<file path="src/rtl/shared_bus_arbiter_pkg.sv">
// Shared definitions for the two-requester round-robin bus arbiter:
// data width, FSM state encoding and small helpers.
package shared_bus_arbiter_pkg;

  localparam int DATA_W = 32;

  localparam logic [1:0] ST_IDLE   = 2'd0;
  localparam logic [1:0] ST_GRANT0 = 2'd1;
  localparam logic [1:0] ST_GRANT1 = 2'd2;

  typedef struct packed {
    logic [DATA_W-1:0] data;
    logic              last;
  } beat_t;

  // True when the beat about to be accepted is the last one the grant may carry.
  function automatic logic burst_full(input logic [7:0] cnt, input logic [7:0] last_idx);
    return (cnt == last_idx);
  endfunction

endpackage

</file>
<file path="src/rtl/shared_bus_arbiter_if.sv">
// Requester and downstream signals of the shared bus arbiter.
// The arbiter uses the slave view; requesters/sink drive the master view.
interface shared_bus_arbiter_if;
  import shared_bus_arbiter_pkg::*;

  logic              valid0;
  logic              valid1;
  logic [DATA_W-1:0] data0;
  logic [DATA_W-1:0] data1;
  logic              last0;
  logic              last1;
  logic              ready0;
  logic              ready1;
  logic              out_ready;
  logic              out_valid;
  logic [DATA_W-1:0] out_data;
  logic              out_src;
  logic              out_last;

  modport slave (
    input  valid0, valid1, data0, data1, last0, last1, out_ready,
    output ready0, ready1, out_valid, out_data, out_src, out_last
  );

  modport master (
    output valid0, valid1, data0, data1, last0, last1, out_ready,
    input  ready0, ready1, out_valid, out_data, out_src, out_last
  );

endinterface

</file>
<file path="src/rtl/_32bit_2mux.sv">
// 32-bit two-input multiplexer: y = select ? b : a.
module _32bit_2mux (
  input  logic [31:0] a,
  input  logic [31:0] b,
  input  logic        select,
  output logic [31:0] y
);

  // Plain two-way data select
  always_comb begin
    if (select) begin
      y = b;
    end else begin
      y = a;
    end
  end

endmodule

</file>
<file path="src/rtl/shared_bus_arbiter.sv">
// Two-requester round-robin arbiter with burst lock, forced release after
// MAX_BURST beats and a single registered output stage.
module shared_bus_arbiter
  import shared_bus_arbiter_pkg::*;
#(
  parameter int MAX_BURST = 16
) (
  input logic                  clk,
  input logic                  rst_n,
  shared_bus_arbiter_if.slave  bus
);

  localparam logic [7:0] BURST_LAST_IDX = 8'(MAX_BURST - 1);

  logic [1:0]        state_r;
  logic [1:0]        state_nxt_s;
  logic              rr_last_r;
  logic [7:0]        beat_cnt_r;
  logic              out_valid_r;
  logic [DATA_W-1:0] out_data_r;
  logic              out_src_r;
  logic              out_last_r;

  logic              grant_src_s;
  logic              can_load_s;
  logic              ready0_s;
  logic              ready1_s;
  logic              xfer_s;
  logic              release_s;
  logic [DATA_W-1:0] mux_data_s;
  beat_t             sel_beat_s;

  _32bit_2mux u_data_mux (
    .a      (bus.data0),
    .b      (bus.data1),
    .select (grant_src_s),
    .y      (mux_data_s)
  );

  // Handshake decode: the output register may take a beat when empty or draining
  always_comb begin
    grant_src_s = (state_r == ST_GRANT1);
    can_load_s  = (!out_valid_r) || bus.out_ready;
    ready0_s    = (state_r == ST_GRANT0) && can_load_s;
    ready1_s    = (state_r == ST_GRANT1) && can_load_s;
    sel_beat_s.data = mux_data_s;
    if (grant_src_s) begin
      sel_beat_s.last = bus.last1;
      xfer_s          = bus.valid1 && ready1_s;
    end else begin
      sel_beat_s.last = bus.last0;
      xfer_s          = bus.valid0 && ready0_s;
    end
    release_s = xfer_s && (sel_beat_s.last || burst_full(beat_cnt_r, BURST_LAST_IDX));
  end

  // Next-state: ties in IDLE go to the requester not served last
  always_comb begin
    state_nxt_s = state_r;
    case (state_r)
      ST_IDLE: begin
        if (bus.valid0 && bus.valid1) begin
          state_nxt_s = rr_last_r ? ST_GRANT0 : ST_GRANT1;
        end else if (bus.valid0) begin
          state_nxt_s = ST_GRANT0;
        end else if (bus.valid1) begin
          state_nxt_s = ST_GRANT1;
        end else begin
          state_nxt_s = ST_IDLE;
        end
      end
      ST_GRANT0, ST_GRANT1: begin
        if (release_s) begin
          state_nxt_s = ST_IDLE;
        end else begin
          state_nxt_s = state_r;
        end
      end
      default: state_nxt_s = ST_IDLE;
    endcase
  end

  // FSM, per-grant beat counter and round-robin memory
  always_ff @(posedge clk or negedge rst_n) begin
    if (!rst_n) begin
      state_r    <= ST_IDLE;
      rr_last_r  <= 1'b1;
      beat_cnt_r <= 8'd0;
    end else begin
      state_r <= state_nxt_s;
      if ((state_r == ST_IDLE) || release_s) begin
        beat_cnt_r <= 8'd0;
      end else if (xfer_s) begin
        beat_cnt_r <= beat_cnt_r + 8'd1;
      end else begin
        beat_cnt_r <= beat_cnt_r;
      end
      if (release_s) begin
        rr_last_r <= grant_src_s;
      end else begin
        rr_last_r <= rr_last_r;
      end
    end
  end

  // Output register: fill on transfer, drop valid only on a drain with no refill
  always_ff @(posedge clk or negedge rst_n) begin
    if (!rst_n) begin
      out_valid_r <= 1'b0;
      out_data_r  <= '0;
      out_src_r   <= 1'b0;
      out_last_r  <= 1'b0;
    end else if (xfer_s) begin
      out_valid_r <= 1'b1;
      out_data_r  <= sel_beat_s.data;
      out_src_r   <= grant_src_s;
      out_last_r  <= sel_beat_s.last || burst_full(beat_cnt_r, BURST_LAST_IDX);
    end else if (bus.out_ready) begin
      out_valid_r <= 1'b0;
    end else begin
      out_valid_r <= out_valid_r;
    end
  end

  assign bus.ready0    = ready0_s;
  assign bus.ready1    = ready1_s;
  assign bus.out_valid = out_valid_r;
  assign bus.out_data  = out_data_r;
  assign bus.out_src   = out_src_r;
  assign bus.out_last  = out_last_r;

endmodule

</file>
<file path="src/flat_wrapper.sv">
// flat-port wrapper written by rule: the top's interface ports become plain ports
module shared_bus_arbiter_flat import shared_bus_arbiter_pkg::*;
#(
  parameter int MAX_BURST = 16
)
  (clk, rst_n, bus_valid0, bus_valid1, bus_data0, bus_data1, bus_last0, bus_last1, bus_out_ready, bus_ready0, bus_ready1, bus_out_valid, bus_out_data, bus_out_src, bus_out_last);
  shared_bus_arbiter_if bus_i ();
  input logic clk;
  input logic rst_n;
  input wire logic [$bits(bus_i.valid0)-1:0] bus_valid0;
  input wire logic [$bits(bus_i.valid1)-1:0] bus_valid1;
  input wire logic [$bits(bus_i.data0)-1:0] bus_data0;
  input wire logic [$bits(bus_i.data1)-1:0] bus_data1;
  input wire logic [$bits(bus_i.last0)-1:0] bus_last0;
  input wire logic [$bits(bus_i.last1)-1:0] bus_last1;
  input wire logic [$bits(bus_i.out_ready)-1:0] bus_out_ready;
  output wire logic [$bits(bus_i.ready0)-1:0] bus_ready0;
  output wire logic [$bits(bus_i.ready1)-1:0] bus_ready1;
  output wire logic [$bits(bus_i.out_valid)-1:0] bus_out_valid;
  output wire logic [$bits(bus_i.out_data)-1:0] bus_out_data;
  output wire logic [$bits(bus_i.out_src)-1:0] bus_out_src;
  output wire logic [$bits(bus_i.out_last)-1:0] bus_out_last;
  assign bus_i.valid0 = bus_valid0;
  assign bus_i.valid1 = bus_valid1;
  assign bus_i.data0 = bus_data0;
  assign bus_i.data1 = bus_data1;
  assign bus_i.last0 = bus_last0;
  assign bus_i.last1 = bus_last1;
  assign bus_i.out_ready = bus_out_ready;
  assign bus_ready0 = bus_i.ready0;
  assign bus_ready1 = bus_i.ready1;
  assign bus_out_valid = bus_i.out_valid;
  assign bus_out_data = bus_i.out_data;
  assign bus_out_src = bus_i.out_src;
  assign bus_out_last = bus_i.out_last;
  shared_bus_arbiter #(.MAX_BURST(MAX_BURST)) u_core (.clk(clk), .rst_n(rst_n), .bus(bus_i));
endmodule
</file>
<file path="config.mk">
export PLATFORM = sky130hd
export DESIGN_NAME = shared_bus_arbiter_flat
export DESIGN_NICKNAME = d
export VERILOG_FILES = /design/src/rtl/shared_bus_arbiter_pkg.sv /design/src/rtl/shared_bus_arbiter_if.sv /design/src/rtl/_32bit_2mux.sv /design/src/rtl/shared_bus_arbiter.sv /design/src/flat_wrapper.sv
export SDC_FILE = /design/constraint.sdc
export NUM_CORES = 1
export LEC_CHECK = 0
export BUFFER_PORTS_ARGS = -buffer_cell sky130_fd_sc_hd__buf_2
export CAP_MARGIN = 20
export CORE_ASPECT_RATIO = 0.5
export CORE_MARGIN = 2
export CORE_UTILIZATION = 45
export DETAILED_ROUTE_END_ITERATION = 8
export PLACE_DENSITY = 0.78
export SKIP_CTS_REPAIR_TIMING = 1
export SLEW_MARGIN = 20
export SYNTH_ARGS = -nofsm -noshare
export SYNTH_HDL_FRONTEND = slang
export SYNTH_SLANG_ARGS = --single-unit
</file>
<file path="constraint.sdc">
create_clock -name clk -period 4.9 [get_ports clk]
set_input_delay 0.735 -clock clk [delete_from_list [all_inputs] [get_ports clk]]
set_output_delay 0.735 -clock clk [all_outputs]
set_load 0.02 [all_outputs]
</file>
==> results.ini <==
[synthesis]
synth.ff_latch_count=46
muxShareOfSynthArea=0.161
yosys.area.top_type_share=0.489
synth-compound-area-share=0.149
synthesis.area_um2=2300
synth_top_family_by_area=multiplexers
yosysUniqueCellTypes=39
syn-instance-count=224
synth_top_cells_by_area=dfrtp_1 (49%), mux2i_1 (15%), o21ai_0 (6.7%), nand2_1 (5.7%), ha_1 (2.2%)
synth.avg_cell_area_um2=10.3
mappedNetlistNets=299
synth-simple-area-share=0.124
synth-xor-area-share=0.00760
post-synth-top-area-cell=dfrtp_1
synth_adder_area_share=0.0217
synth_seq_area_share=0.500
yosysWarningCount=0

[job]
max_cap_viol_count=0

[timing]
holdWs_ps=427
final_hold_viol_count=0
grt_setup_unrepaired=no
post-route-period-util=0.635
tightestPinTransition_ps=1110
slew_violations=0
final.setup.tns_ps=0
finalCriticalPeriod_ps=3110
timing.final.setup_violations=0
finClkSkew_ps=4.13
relSlewSlack=0.257
max_freq_ghz=0.321

[global_routing]
grt.overflow.total=0
via_count_of_the_first_global_routing_pass=1978
global_route.usage.met1=0.200
first_pass_grt_wire_length_um=8610
global_route_layer_with_the_greatest_usage=met2
gr-usage-all-layers=0.192
pin_count_of_the_biggest_net_entering_global_routing=47
global_route.usage.met3=0.0417
grt_util_met2=0.396
antenna_found_initial=0

[pwr]
ir_drop_v=0.000241
power.density_nw_per_um2=577
power_mw=1.72
static_leakage_nw=1.52

[worst_setup_path]
cp_data_required_time_ps=5080
path_class=reg2reg
reg2reg_slack_ps=1790
worstSetupEndpointType=flip-flop
critical_path.startpoint_type=flip-flop
timing.critical_path.fanout_max=39
critical_path_arrival_ps=3290

[drt]
detail_route.iter0.violations=61
drtPass1Iterations=4
route.final.wire_length_um=5370
vias=1960
vias_per_cell=4.94
detail_route.wl_per_cell_um=13.5
detail-route-antenna-nets=0
drc_errors=0

[status]
result_of_the_run=complete, no violations

[floorplan]
placementRows=18
die-height_um=54.6
die_width_um=105
floorplan.initialDensity=0.467
i_o_pin_total=108
design.die.area_um2=5740
core-area_um2=4930

[finish]
antennaDiodeCount=0
nFillCells=423
share_of_cells_above_drive_strength_1=0.382
layout-area-overhead-vs-synth_pct=29.3
final_cell_area_um2=2980
fin_cells=397
final_nets=401

[placed_design]
final_weighted_congestion_in_routability_driven_placement=0.719
postPlaceCellArea_um2=2870
dpl.hpwl_um=4010
numPortBuffers=107
placedCellCount=389

[cts]
clockRootBuffer=clkbuf_8
worst_skew_pair.late_latency_ps=300
cts_tree=built
clkTransAtPathRegs_ps=80
clock_h_tree_levels=2
cts.sink_count=46
clockBufferDepth=2
cts_inserted_buffers=5

[hold_path]
min_path_type=in2async

## power by group
group	leakage (nW)	switching, mW	total (mW)	internal, mW
registers	0.584	0.0790	0.611	0.532
logic	0.883	0.514	0.826	0.312
clock network	0.0514	0.130	0.282	0.152
## per-stage QoR
stage	util	setup slack [ps]
floorplan	-	2700
global placement	0.581	1940
detailed placement	0.581	1800
CTS	0.604	1780
global route	0.604	1520
finish	0.604	1790
## routing by layer
layer	wire (um)	vias to the layer above	part of all wire
met5	0	-	0
met4	71	0	0.013
met3	150	11	0.028
met2	3040	37	0.57
met1	2110	924	0.39
li1	-	988	-
## kinds of logic after synthesis
| logic type | after synthesis |
|---|---|
| compound gates | 57 |
| xor+xnor | 2 |
| fa+ha+maj | 4 |
| buf+inv | 17 |
| flops | 46 |
| mux | 36 |
| simple gates | 62 |
## registers in the layout (all words and copies together) (netlist names)
register              flops
u_core.rr_last_r          1
u_core.bus.out_src        1
u_core.bus.out_valid      1
u_core.state_r            2
u_core.beat_cnt_r         8
u_core.bus.out_last       1
u_core.bus.out_data      32
## synthesized netlist by cell type
library cell,n
xnor2_1,1
and3_1,1
o221ai_1,1
inv_1,4
o21ai_2,1
nor2_1,6
a21o_1,1
and4b_1,1
nor2_2,1
mux2_4,2
or3_1,1
a31oi_1,1
nand2b_1,1
ha_1,4
a21oi_4,1
a22oi_1,1
a21oi_1,9
o21ba_1,1
buf_4,2
nand4b_1,1
buf_2,5
o21ai_0,31
dfstp_2,1
o211ai_1,2
buf_6,1
nand4_1,2
nand3_1,5
nor3_1,2
clkbuf_1,5
o21ai_1,4
o21ai_4,1
o21a_1,2
o21bai_2,1
dfrtp_1,45
nand2_1,35
and3b_2,1
and2_1,5
mux2i_1,34
xor2_1,1
## worst max-delay path, stage by stage, from the launching register on
cell and delay [ps]:
dfrtp_1 390, inv_1 100, ha_2 940, and3b_2 340, o21ai_4 610, buf_4 440
o21ai_0 150
## path summary, 6_finish.rpt
path / to / depth (start not counted) / start
max in group asynchronous: u_core.bus.out_data[10] / 1 / rst_n
min in group clk: u_core.bus.out_data[6] / 2 / u_core.bus.out_data[6]
setup reg to reg: u_core.bus.out_data[2] / 6 / u_core.state_r[0]
hold reg to reg: u_core.bus.out_data[6] / 2 / u_core.bus.out_data[6]
setup / recovery: u_core.bus.out_data[2] / 6 / u_core.state_r[0]
hold / removal: u_core.bus.out_data[18] / 1 / rst_n
## layout by cell type (no fill, tap or decap), types with 2 or more instances in the layout
cell,instances
buf_2,106
dfrtp_1,45
nand2_1,35
mux2i_1,34
o21ai_0,31
a21oi_1,9
nor2_1,6
and2_1,5
nand3_1,5
clkbuf_8,5
inv_1,4
o21ai_1,4
ha_1,3
o21a_1,2
mux2_4,2
nor3_1,2
o211ai_1,2
nand4_1,2
buf_4,2
## cell type report
| class | count | area, um2 | area share |
|---|---|---|---|
| sequential | 46 | 1150 | 0.387 |
| multi-input combinational | 161 | 1070 | 0.359 |
| timing repair buffer | 108 | 546 | 0.183 |
| tap | 70 | 87.6 | 0.0294 |
| clock buffer | 6 | 72.6 | 0.0243 |
| clock inverter | 2 | 37.5 | 0.0126 |
| inverter | 4 | 15.0 | 0.00504 |
Note: power is estimated with default switching activity, not from simulation.
